### config.mk
export PLATFORM = sky130hd
export DESIGN_NAME = fifo_sync_param
export DESIGN_NICKNAME = d
export VERILOG_FILES = /design/src/rtl/fifo_pkg.sv /design/src/rtl/fifo_mem_dp.sv /design/src/rtl/fifo_sync_param.sv
export SDC_FILE = /design/constraint.sdc
export NUM_CORES = 1
export LEC_CHECK = 0
export ABC_CLOCK_PERIOD_IN_PS = 2000
export BUFFER_PORTS_ARGS = -buffer_cell sky130_fd_sc_hd__buf_2
export CAP_MARGIN = 15
export CORE_ASPECT_RATIO = 0.8
export CORE_MARGIN = 1.5
export CORE_UTILIZATION = 25
export CTS_CLUSTER_SIZE = 12
export DETAILED_ROUTE_END_ITERATION = 10
export GPL_TIMING_DRIVEN = 0
export MAX_ROUTING_LAYER = met4
export PLACE_DENSITY = 0.44
export SYNTH_ARGS = -nofsm -noshare
export SYNTH_HDL_FRONTEND = slang
export SYNTH_SLANG_ARGS = --single-unit
### constraint.sdc
create_clock -name clk -period 2 [get_ports clk]
set_clock_uncertainty 0.05 [all_clocks]
set_input_delay 0.2 -clock clk [delete_from_list [all_inputs] [get_ports clk]]
set_output_delay 0.2 -clock clk [all_outputs]
set_load 0.01 [all_outputs]
### src/rtl/fifo_pkg.sv
// -----------------------------------------------------------------------------
// fifo_pkg
// Shared helpers and defaults for the parametrised synchronous FIFO.
//   - fifo_addr_w / fifo_cnt_w : pointer and occupancy widths derived from DEPTH
//   - fifo_is_pow2             : DEPTH legality check used at elaboration
//   - FIFO_DEF_*               : default width/depth/threshold constants
// No ports (package).
// -----------------------------------------------------------------------------
package fifo_pkg;

    localparam int FIFO_DEF_WIDTH     = 8;
    localparam int FIFO_DEF_DEPTH     = 16;
    localparam int FIFO_DEF_AE_THRESH = 2;
    // Default almost-full threshold sits this many entries below DEPTH.
    localparam int FIFO_AF_MARGIN     = 2;

    // Pointer width; a 1-entry array would still need one address bit.
    function automatic int fifo_addr_w(input int depth);
        return (depth < 2) ? 1 : $clog2(depth);
    endfunction

    // Occupancy needs one extra bit so that the value DEPTH is representable.
    function automatic int fifo_cnt_w(input int depth);
        return fifo_addr_w(depth) + 1;
    endfunction

    // Pointers wrap by natural overflow, which is only correct for 2^n depths.
    function automatic bit fifo_is_pow2(input int n);
        return (n >= 2) && ((n & (n - 1)) == 0);
    endfunction

    function automatic int fifo_def_af(input int depth);
        return depth - FIFO_AF_MARGIN;
    endfunction

endpackage

### src/rtl/fifo_mem_dp.sv
// -----------------------------------------------------------------------------
// fifo_mem_dp
// Simple dual-port storage array: one synchronous write port, one
// asynchronous read port. Contents are not reset.
// Ports:
//   clk      in   write clock
//   wr_en    in   write strobe
//   wr_addr  in   write address (ADDR_W)
//   wr_data  in   write data (DATA_WIDTH)
//   rd_addr  in   read address (ADDR_W)
//   rd_data  out  combinational read data (DATA_WIDTH)
// -----------------------------------------------------------------------------
module fifo_mem_dp
    import fifo_pkg::*;
#(
    parameter int DATA_WIDTH = FIFO_DEF_WIDTH,
    parameter int DEPTH      = FIFO_DEF_DEPTH,
    parameter int ADDR_W     = fifo_addr_w(DEPTH)
) (
    input  logic                  clk,
    input  logic                  wr_en,
    input  logic [ADDR_W-1:0]     wr_addr,
    input  logic [DATA_WIDTH-1:0] wr_data,
    input  logic [ADDR_W-1:0]     rd_addr,
    output logic [DATA_WIDTH-1:0] rd_data
);

    logic [DATA_WIDTH-1:0] r_mem [DEPTH];

    always_ff @(posedge clk) begin
        if (wr_en) begin
            r_mem[wr_addr] <= wr_data;
        end
    end

    assign rd_data = r_mem[rd_addr];

endmodule

### src/rtl/fifo_sync_param.sv
// -----------------------------------------------------------------------------
// fifo_sync_param
// Parametrised single-clock FIFO with programmable almost-full/almost-empty
// thresholds, sticky overflow/underflow flags and defined push/pop collision
// behaviour. Build option: define FIFO_SYNC_PARAM_FWFT_EN for first-word
// fall-through reads; otherwise data_out is registered and updates one cycle
// after an accepted pop.
// Ports:
//   clk           in   clock, rising edge
//   rst_n         in   asynchronous active-low reset
//   push          in   write request (data_in sampled on the same edge)
//   pop           in   read request
//   data_in       in   write data (DATA_WIDTH)
//   clr_err       in   synchronous clear of overflow/underflow
//   data_out      out  read data (DATA_WIDTH)
//   empty         out  occupancy == 0
//   full          out  occupancy == DEPTH
//   almost_empty  out  occupancy <= AE_THRESH
//   almost_full   out  occupancy >= AF_THRESH
//   fifo_counter  out  occupancy (CNT_W)
//   overflow      out  sticky: a push was rejected
//   underflow     out  sticky: a pop was rejected
// -----------------------------------------------------------------------------
module fifo_sync_param
    import fifo_pkg::*;
#(
    parameter int DATA_WIDTH = FIFO_DEF_WIDTH,
    parameter int DEPTH      = FIFO_DEF_DEPTH,
    parameter int AF_THRESH  = fifo_def_af(DEPTH),
    parameter int AE_THRESH  = FIFO_DEF_AE_THRESH,
    localparam int CNT_W     = fifo_cnt_w(DEPTH)
) (
    input  logic                  clk,
    input  logic                  rst_n,
    input  logic                  push,
    input  logic                  pop,
    input  logic [DATA_WIDTH-1:0] data_in,
    input  logic                  clr_err,
    output logic [DATA_WIDTH-1:0] data_out,
    output logic                  empty,
    output logic                  full,
    output logic                  almost_empty,
    output logic                  almost_full,
    output logic [CNT_W-1:0]      fifo_counter,
    output logic                  overflow,
    output logic                  underflow
);

    localparam int               ADDR_W  = fifo_addr_w(DEPTH);
    localparam logic [CNT_W-1:0] C_DEPTH = CNT_W'(DEPTH);
    localparam logic [CNT_W-1:0] C_AF    = CNT_W'(AF_THRESH);
    localparam logic [CNT_W-1:0] C_AE    = CNT_W'(AE_THRESH);
    localparam logic             RST_AF  = 1'(AF_THRESH == 0);

    generate
        if (!fifo_is_pow2(DEPTH)) begin : g_depth_chk
            $error("fifo_sync_param: DEPTH must be a power of two >= 2");
        end
    endgenerate

    logic [ADDR_W-1:0]     r_wr_ptr;
    logic [ADDR_W-1:0]     r_rd_ptr;
    logic [CNT_W-1:0]      r_count;
    logic                  r_empty;
    logic                  r_full;
    logic                  r_almost_empty;
    logic                  r_almost_full;
    logic                  r_overflow;
    logic                  r_underflow;

    logic                  w_pop_ok;
    logic                  w_push_ok;
    logic [CNT_W-1:0]      w_count_next;
    logic [DATA_WIDTH-1:0] w_rd_data;

    // A full FIFO still takes a push when the head leaves on the same edge.
    assign w_pop_ok  = pop & ~r_empty;
    assign w_push_ok = push & (~r_full | w_pop_ok);

    always_comb begin
        w_count_next = r_count;
        if (w_push_ok && !w_pop_ok) begin
            w_count_next = r_count + CNT_W'(1);
        end else if (w_pop_ok && !w_push_ok) begin
            w_count_next = r_count - CNT_W'(1);
        end
    end

    fifo_mem_dp #(
        .DATA_WIDTH (DATA_WIDTH),
        .DEPTH      (DEPTH),
        .ADDR_W     (ADDR_W)
    ) u_mem (
        .clk     (clk),
        .wr_en   (w_push_ok),
        .wr_addr (r_wr_ptr),
        .wr_data (data_in),
        .rd_addr (r_rd_ptr),
        .rd_data (w_rd_data)
    );

    // Flags are derived from the next occupancy so they change on the same
    // edge as fifo_counter.
    always_ff @(posedge clk or negedge rst_n) begin
        if (!rst_n) begin
            r_wr_ptr       <= '0;
            r_rd_ptr       <= '0;
            r_count        <= '0;
            r_empty        <= 1'b1;
            r_full         <= 1'b0;
            r_almost_empty <= 1'b1;
            r_almost_full  <= RST_AF;
            r_overflow     <= 1'b0;
            r_underflow    <= 1'b0;
        end else begin
            if (w_push_ok) begin
                r_wr_ptr <= r_wr_ptr + ADDR_W'(1);
            end
            if (w_pop_ok) begin
                r_rd_ptr <= r_rd_ptr + ADDR_W'(1);
            end
            r_count        <= w_count_next;
            r_empty        <= (w_count_next == '0);
            r_full         <= (w_count_next == C_DEPTH);
            r_almost_empty <= (w_count_next <= C_AE);
            r_almost_full  <= (w_count_next >= C_AF);
            // A new error on the same edge as clr_err keeps the flag set.
            r_overflow     <= (push & ~w_push_ok) | (r_overflow & ~clr_err);
            r_underflow    <= (pop & ~w_pop_ok) | (r_underflow & ~clr_err);
        end
    end

`ifdef FIFO_SYNC_PARAM_FWFT_EN
    // Head word is presented as soon as it exists; zero while empty.
    assign data_out = r_empty ? '0 : w_rd_data;
`else
    logic [DATA_WIDTH-1:0] r_data_out;

    always_ff @(posedge clk or negedge rst_n) begin
        if (!rst_n) begin
            r_data_out <= '0;
        end else if (w_pop_ok) begin
            r_data_out <= w_rd_data;
        end
    end

    assign data_out = r_data_out;
`endif

    assign empty        = r_empty;
    assign full         = r_full;
    assign almost_empty = r_almost_empty;
    assign almost_full  = r_almost_full;
    assign fifo_counter = r_count;
    assign overflow     = r_overflow;
    assign underflow    = r_underflow;

endmodule

==> results of run 1 <==
-- worst max-delay path, delay by kind of cell, from the launching register on --
kind            cells  cell delay, ns
flops               1            0.47
buf+inv             1            0.37
compound gates      1            0.23
simple gates        3            0.66
-- per-layer routing --
metal	wire length [um]	track usage, %	vias up	part of all wire (%)
li1	-	-	1681	-
met1	7280	17.1	1818	47
met2	6840	17.8	72	45
met3	1170	4.08	4	7.6
met4	53	3.50	0	0.35
met5	0	-	-	0
-- report_power, final --
part,internal (mW),switching (mW),leakage (nW)
Clock,1.96,1.27,0.278
Combinational,1.34,2.21,1.01
Sequential,4.03,0.305,1.48
Total,7.33,3.79,2.77
-- sequential cells by signal, indices dropped and copies added (netlist names) --
register / cells
empty: 1
u_mem.r_mem: 128
full: 1
fifo_counter: 5
r_rd_ptr: 4
overflow: 1
underflow: 1
data_out: 8
r_wr_ptr: 4
almost_full: 1
almost_empty: 1
-- through the flow --
stage,cells,TNS (ns),utilization (%)
finish,800,0,31.3
global route,800,-0.00466,31.3
CTS,800,0,31.1
detailed placement,763,-46.13,28.0
global placement,763,-41.46,28.0
floorplan,414,0,-
-- cell families (layout without fill, tap and decap cells) --
family                     Yosys count  after routing  synth area share (%)
adders and majority gates            7              7                  1.38
muxes                               64             64                  10.1
and+or+nand+nor                    104            104                  8.78
DFF                                155            155                  71.3
buffers and inverters               28             96                  1.85
xor gates and xnor gates            10             10                  1.62
AOI/OAI and AO/OA                   46             46                  5.01
-- worst paths after layout --
check | startpoint | endpoint | slack [ns] | cells after the start
setup / recovery | r_rd_ptr[0]$_DFFE_PN0P_ | data_out[5]$_DFFE_PN0P_ | 0.10 | 5
hold / removal | push | overflow$_DFF_PN0_ | 0.11 | 3
setup reg to reg | r_rd_ptr[0]$_DFFE_PN0P_ | data_out[5]$_DFFE_PN0P_ | 0.10 | 5
hold reg to reg | data_out[0]$_DFFE_PN0P_ | data_out[0]$_DFFE_PN0P_ | 0.42 | 2
max in group asynchronous | rst_n | fifo_counter[0]$_DFF_PN0_ | 1.10 | 2
min in group asynchronous | rst_n | r_wr_ptr[1]$_DFFE_PN0P_ | 0.32 | 2
-- cells in the mapped netlist (2+ instances only) --
library cell,n,area [um2]
mux2i_1,64,641
ha_1,7,87.6
inv_1,6,22.5
edfxtp_1,128,3840
and4_1,4,35.0
buf_2,7,35.0
buf_1,2,7.51
a22oi_1,16,120
nor2_1,7,26.3
o21ai_0,6,30.0
nand2b_1,3,18.8
xnor2_1,7,61.3
nand3_1,29,145
a21oi_1,17,85.1
and2_1,4,25.0
nand2_1,34,128
clkbuf_1,11,41.3
nor4_1,3,18.8
dfrtp_1,25,626
and3_1,7,43.8
dfstp_2,2,52.6
nor2b_1,4,25.0
-- final cells by class --
type	instances	area [um2]
timing repair buffer	36	225
sequential	155	4520
fill	2441	16900
tap	318	398
clock buffer	20	437
clock inverter	12	149
multi-input combinational	231	1840
inverter	7	26.3
buffer	21	110
-- timing repair --
item / in CTS / in global routing
endpoints found under the setup margin: 137 / 16
resized for setup: 32 / 10
setup buffers: 2 / 0
hold buffers: 3 / 0
hold endpoints to repair: 27 / 0
pin swaps: 3 / 4
==> flow_metrics.env, run 1 <==
export IMPL_grt_pass1_wl_um=22900
export IMPL_hp_class="in -> reg"
export IMPL_p_leak_nw=2.77
export IMPL_crit_path_start_kind="register"
export IMPL_drtPass1Iterations=4
export IMPL_grt_max_degree=28
export IMPL_syn_nets=434
export IMPL_status="finished clean"
export IMPL_yosys_register_bits=155
export IMPL_cts_tree="yes"
export IMPL_synthFlopType="edfxtp_1"
export IMPL_required_ns=2.26
export IMPL_grt_total_usage_pct=12.6
export IMPL_drc_errors=0
export IMPL_end_kind="register"
export IMPL_slowest_delay_ns=0.47
export IMPL_area_growth_synth_to_final_pct=21.5
export IMPL_dpl_hpwl_um=10800
export IMPL_synth_edf_count=128
export IMPL_layout_common_cells="128 x edfxtp_1, 64 x mux2i_1, 35 x buf_2"
export IMPL_cts_clk_slew_worst_paths_ns=0.07
export IMPL_die_h_um=145
export IMPL_cp_max_fo=10
export IMPL_root_buffer="clkbuf_16"
export IMPL_routed_wl_um=15300
export IMPL_period_share_pct=94.8
export IMPL_htreeDepth=4
export IMPL_cts_buffer_depth=2
export IMPL_core_area_um2=24600
export IMPL_drv_cap=0
export IMPL_cts_sinks=155
export IMPL_async_flop_share_pct=17.4
export IMPL_layout_min_cycle_time_ns=1.90
export IMPL_synth_cell_type_count=43
export IMPL_antenna_found_initial=0
export IMPL_ys_warn_count=0
export IMPL_final_common_cell="edfxtp_1"
export IMPL_antenna_cells=0
export IMPL_worst_slew_pin_slew_ns=0.690
export IMPL_finalWorstSetupSlack_ns=0.103
export IMPL_numCtsBuffers=17
export IMPL_post_dp_cell_area_um2=6910
export IMPL_rsz0062_at_grt="true"
export IMPL_overflow=0
export IMPL_finalWeightedCongestion=0.815
export IMPL_num_rows=51
export IMPL_layout_drive_gt1_share_pct=22.8
export IMPL_dieArea_um2=26300
export IMPL_p_total_mw=11.1
export IMPL_preCtsSetupSlack_ns=-0.519
export IMPL_synthCells=414
export IMPL_ys_seq_area_share_pct=71.3
export IMPL_drtIter0Drc=274
export IMPL_pin_count=32
export IMPL_fin_area_um2=7710
export IMPL_worstSetupPathType="reg -> reg"
export IMPL_hold_ws_ns=0.113
export IMPL_max_vdd_ir_drop_mv=0.627
export IMPL_portBuffers=31
export IMPL_fmax_ghz=0.527
export IMPL_postRouteAntennaNets=0
export IMPL_die_w_um=181
export IMPL_slew_viol_final=0
export IMPL_crit_path_frequent_cell="nand3_1"
export IMPL_crit_path_cell_trace="nor2_2 > clkbuf_2 > a22oi_1 > nand3_1 > nand3_1"
export IMPL_syn_area_um2=6340
export IMPL_start_util_pct=25.8
export IMPL_timing_final_hold_violations=0
export IMPL_setup_viol=0
export IMPL_cp_slowest_cell="dfrtp_1"
export IMPL_finalNetCount=489
export IMPL_clkLatencyLatePin_ns=0.42
export IMPL_avgSynthCellArea_um2=15.3
export IMPL_arrival_ns=2.15
export IMPL_vias=3575
export IMPL_power_density_nw_per_um2=1440
export IMPL_grt_pass1_vias=3582
export IMPL_wl_per_cell_um=19.2
export IMPL_timing_slew_headroom_pct=54.0
export IMPL_vias_per_cell=4.47
No activity file was read; power rests on OpenSTA's default activity.
==> inputs of run 2 (changes only) <==
Settings changed: CTS_BUF_LIST set to sky130_fd_sc_hd__clkbuf_2.
==> flow_metrics.env, run 2 (same netlist as run 1, synthesis figures left out) <==
export IMPL_status="finished clean"
export IMPL_layout_common_cells="128 x edfxtp_1, 64 x mux2i_1, 34 x nand2_1, 34 x buf_2, 29 x nand3_1"
export IMPL_hold_ws_ns=0.155
export IMPL_arrival_ns=2.49
export IMPL_max_flop_register="u_mem.r_mem"
export IMPL_worstSetupPathType="reg -> reg"
export IMPL_grt_total_usage_pct=12.5
export IMPL_fmax_ghz=0.518
export IMPL_rsz0062_at_grt="true"
export IMPL_layout_min_cycle_time_ns=1.93
export IMPL_power_density_nw_per_um2=1300
export IMPL_vias_per_cell=4.51
export IMPL_grt_pass1_wl_um=23000
export IMPL_timing_slew_headroom_pct=62.0
export IMPL_cts_sinks=155
export IMPL_portBuffers=31
export IMPL_worst_slew_pin_slew_ns=0.570
export IMPL_core_area_um2=24600
export IMPL_overflow=0
export IMPL_max_vdd_ir_drop_mv=0.415
export IMPL_cts_clk_slew_worst_paths_ns=0.22
export IMPL_dieArea_um2=26300
export IMPL_nFillCells=2467
export IMPL_setup_viol=0
export IMPL_drc_errors=0
export IMPL_cp_slowest_cell="dfstp_2"
export IMPL_cts_buffer_depth=2
export IMPL_hp_class="in -> reg"
export IMPL_cts_tree="yes"
export IMPL_largest_reg_flops=128
export IMPL_crit_path_cell_trace="nor2b_1 > buf_4 > nor3b_4 > a22oi_2 > xnor2_4 > a2111oi_4"
export IMPL_grt_max_degree=26
export IMPL_layout_drive_gt1_share_pct=23.0
export IMPL_p_leak_nw=2.70
export IMPL_clkLatencyLatePin_ns=0.71
export IMPL_wl_per_cell_um=19.0
export IMPL_required_ns=2.56
export IMPL_p_total_mw=9.76
export IMPL_routed_wl_um=15500
export IMPL_num_rows=51
export IMPL_tns_ns=0
export IMPL_finalNetCount=502
export IMPL_preCtsSetupSlack_ns=-0.519
export IMPL_drtIter0Drc=267
export IMPL_die_w_um=181
export IMPL_crit_path_start_kind="register"
export IMPL_end_kind="register"
export IMPL_period_share_pct=96.6
export IMPL_start_util_pct=25.8
export IMPL_finalWeightedCongestion=0.815
export IMPL_postRouteAntennaNets=0
export IMPL_antenna_found_initial=0
export IMPL_dpl_hpwl_um=10800
export IMPL_htreeDepth=4
export IMPL_pin_count=32
export IMPL_final_common_cell="edfxtp_1"
export IMPL_numCtsBuffers=17
export IMPL_grt_pass1_vias=3628
export IMPL_cp_buffers_inverters=1
export IMPL_die_h_um=145
export IMPL_vias=3675
export IMPL_slew_viol_final=0
export IMPL_finalWorstSetupSlack_ns=0.0682
export IMPL_cp_max_fo=8
export IMPL_root_buffer="clkbuf_2"
export IMPL_timing_final_hold_violations=0
export IMPL_drtPass1Iterations=5
export IMPL_drv_cap=0
export IMPL_slowest_delay_ns=0.63
export IMPL_path_delay_family="flip-flops"
export IMPL_area_growth_synth_to_final_pct=18.6
==> run 2: final cells by class <==
type                            instances  area (um2)  share of cell area (%)
Timing Repair Buffer                   49         365                    4.85
Tap cell                              318         398                    5.29
Antenna cell                            2        5.00                  0.0665
Sequential cell                       155        4520                    60.1
Inverter                                7        26.3                   0.349
Clock buffer                           20         100                    1.33
Buffer                                 21         113                    1.50
Multi-Input combinational cell        231        1850                    24.6
Clock inverter                         12         149                    1.98
==> run 2: report_power, final <==
part	switching (mW)	leakage [nW]	internal, mW
combinational	2.22	1.07	1.37
clock	1.14	0.148	0.705
sequential	0.308	1.48	4.02
total	3.67	2.70	6.09
==> run 2: what timing repair did <==
action / 4_1_cts / 5_1_grt
hold buffers: 16 / 0
buffers inserted: 2 / 0
pin swaps: 3 / 4
gates resized for setup: 34 / 9
endpoints found under the hold margin: 166 / 0
endpoints found under the setup margin: 137 / 42
==> run 2: stage by stage <==
| step | cell area (um2) | util (%) | instances |
|---|---|---|---|
| floorplan | 6350 | - | 414 |
| global placement | 6910 | 28.0 | 763 |
| detailed placement | 6910 | 28.0 | 763 |
| CTS | 7470 | 30.3 | 813 |
| global route | 7520 | 30.5 | 813 |
| finish | 7530 | 30.6 | 815 |
==> run 2: metal layers <==
metal  GRT usage (%)  part of all wire, %
met1            17.4                   50
met2            17.8                   44
met3            3.65                  5.0
met4            3.38                 0.90
met5               -                    0
==> run 2: worst paths after layout <==
kind | end | cells past startpoint | from | slack [ns]
max in group asynchronous | r_wr_ptr[0]$_DFFE_PN0P_ | 4 | rst_n | 1.23
max reg2reg | almost_empty$_DFF_PN1_ | 6 | empty$_DFF_PN1_ | 0.07
min reg2reg | data_out[0]$_DFFE_PN0P_ | 2 | data_out[0]$_DFFE_PN0P_ | 0.46
max | almost_empty$_DFF_PN1_ | 6 | empty$_DFF_PN1_ | 0.07
min in group asynchronous | r_wr_ptr[1]$_DFFE_PN0P_ | 4 | rst_n | 0.48
min | overflow$_DFF_PN0_ | 3 | clr_err | 0.15
==> run 2: worst reg2reg max path, cell delays in order (launching register included) <==
cell,delay [ns]
dfstp_2,0.63
nor2b_1,0.06
buf_4,0.16
nor3b_4,0.24
a22oi_2,0.16
xnor2_4,0.20
a2111oi_4,0.34
==> inputs of run 3 (changes only) <==
Settings changed: ABC_CLOCK_PERIOD_IN_PS 2000 to 1600.
Clock period 2 ns to 1.6 ns, I/O delays scaled along.
==> flow_metrics.env, run 3 (same netlist as run 1, synthesis figures left out) <==
export IMPL_status="complete, but fails checks"
export IMPL_violations="negative hold slack, negative setup slack"
export IMPL_crit_path_start_kind="register"
export IMPL_cp_max_fo=4
export IMPL_finalWorstSetupSlack_ns=-0.257
export IMPL_vias=3818
export IMPL_cts_tree="yes"
export IMPL_holdPathStages=3
export IMPL_timing_final_hold_violations=6
export IMPL_instances_no_fill=852
export IMPL_cts_sinks=155
export IMPL_post_dp_cell_area_um2=6950
export IMPL_r2r_cells=8
export IMPL_slew_viol_final=0
export IMPL_clkLatencyLatePin_ns=0.70
export IMPL_overflow=0
export IMPL_layout_drive_gt1_share_pct=38.0
export IMPL_finalWeightedCongestion=0.780
export IMPL_rr_startpoint="empty$_DFF_PN1_"
export IMPL_setup_viol=144
export IMPL_start_util_pct=25.8
export IMPL_min_to="underflow$_DFF_PN0_"
export IMPL_routed_wl_um=16500
export IMPL_core_area_um2=24600
export IMPL_drv_cap=0
export IMPL_grt_max_degree=28
export IMPL_die_w_um=181
export IMPL_root_buffer="clkbuf_2"
export IMPL_numCtsBuffers=17
export IMPL_p_leak_nw=2.98
export IMPL_power_density_nw_per_um2=1650
export IMPL_regToRegSetupSlack_ns=-0.26
export IMPL_num_rows=51
export IMPL_cts_clk_slew_worst_paths_ns=0.23
export IMPL_max_vdd_ir_drop_mv=0.452
export IMPL_grt_pass1_vias=3769
export IMPL_period_share_pct=116
export IMPL_layout_min_cycle_time_ns=1.86
export IMPL_r2r_end="full$_DFF_PN0_"
export IMPL_portBuffers=31
export IMPL_drtPass1Iterations=4
export IMPL_die_h_um=145
export IMPL_wl_per_cell_um=19.3
export IMPL_rsz0062_at_grt="true"
export IMPL_dpl_hpwl_um=10800
export IMPL_cts_buffer_depth=2
export IMPL_drtIter0Drc=257
export IMPL_final_util_pct=33.3
export IMPL_arrival_ns=2.44
export IMPL_htreeDepth=4
export IMPL_worst_slew_pin_slew_ns=0.707
export IMPL_finalNetCount=539
export IMPL_largest_reg_flops=128
export IMPL_postRouteAntennaNets=0
export IMPL_pin_count=32
export IMPL_grt_total_usage_pct=13.0
export IMPL_end_kind="register"
export IMPL_grt_pass1_wl_um=23800
export IMPL_fin_area_um2=8200
export IMPL_area_growth_synth_to_final_pct=29.2
export IMPL_min_delay_start="pop"
export IMPL_placed_cells=763
export IMPL_hp_class="in -> reg"
export IMPL_p_total_mw=13.5
export IMPL_fmax_ghz=0.539
export IMPL_max_flop_register="u_mem.r_mem"
export IMPL_required_ns=2.18
export IMPL_tns_ns=-16.06
export IMPL_dieArea_um2=26300
export IMPL_final_common_cell="edfxtp_1"
export IMPL_layout_common_cells="128 x edfxtp_1, 63 x mux2i_1, 32 x buf_4"
export IMPL_vias_per_cell=4.48
export IMPL_antenna_found_initial=1
export IMPL_timing_slew_headroom_pct=52.9
export IMPL_hold_ws_ns=-0.350
export IMPL_drc_errors=0
export IMPL_worstSetupPathType="reg -> reg"
## run 3: cell count changes in the layout (fill, tap and decap cells not counted), sizes merged
cell         before  now
clkinvlp          3    2
bufinv            3    2
clkbuf           32   26
dlygate4sd3      15   13
buf              43   88
clkinv            5    7
## run 3: layer usage
metal	global-route usage (%)	wire length, um
met1	18.2	8020
met2	18.5	7320
met3	4.00	969
met4	2.75	160
met5	-	0
## run 3: worst max-delay path, cell delays in order, from the launching register on
cell	delay, ns
dfstp_2	0.60
nand2b_4	0.15
nand3b_1	0.14
buf_6	0.17
buf_4	0.13
nor2_4	0.13
nor3_4	0.06
buf_4	0.14
nor4_2	0.21
## run 3: worst max-delay path by stage
stage	slack, ns	end	from	cells past startpoint
4_1_cts	-0.26	almost_full$_DFF_PN0_	empty$_DFF_PN1_	6
3_3_place_gp	-0.68	data_out[5]$_DFFE_PN0P_	r_rd_ptr[0]$_DFFE_PN0P_	5
3_5_place_dp	-0.74	data_out[5]$_DFFE_PN0P_	r_rd_ptr[0]$_DFFE_PN0P_	5
2_1_floorplan	-0.13	almost_empty$_DFF_PN1_	empty$_DFF_PN1_	6
5_1_grt	-0.38	almost_empty$_DFF_PN1_	fifo_counter[1]$_DFF_PN0_	7
6_report	-0.26	full$_DFF_PN0_	empty$_DFF_PN1_	8
## run 3: through the flow
stage          setup WS (ns)  hold slack [ns]
2_1_floorplan         -0.130           -0.186
3_3_place_gp          -0.681            0.191
3_5_place_dp          -0.737            0.198
4_1_cts               -0.257           -0.361
5_1_grt               -0.377           -0.411
6_report              -0.257           -0.350
## run 3: where the power goes
| part | internal (mW) | switching [mW] | total [mW] | leakage (nW) |
|---|---|---|---|---|
| registers | 5.04 | 0.442 | 5.48 | 1.47 |
| clock network | 0.724 | 1.40 | 2.13 | 0.139 |
| logic | 2.67 | 3.23 | 5.90 | 1.37 |
| total | 8.43 | 5.07 | 13.5 | 2.98 |
## run 3: final cells by class
cell class / instances / area [um2]
fill: 2435 / 16400
sequential: 155 / 4530
multi-input combinational: 231 / 2050
timing repair buffer: 91 / 764
tap: 318 / 398
buffer: 16 / 199
clock inverter: 12 / 124
clock buffer: 20 / 100
inverter: 7 / 26.3
antenna: 2 / 5.00
## run 3: timing repair
action                                 in CTS  in global routing
gates cloned                                1                  0
endpoints found under the hold margin     178                 19
resized for setup                         103                 36
hold buffers                               12                  2
setup endpoints to repair                 156                167
pin swaps                                  20                 16
setup buffers                              26                 21
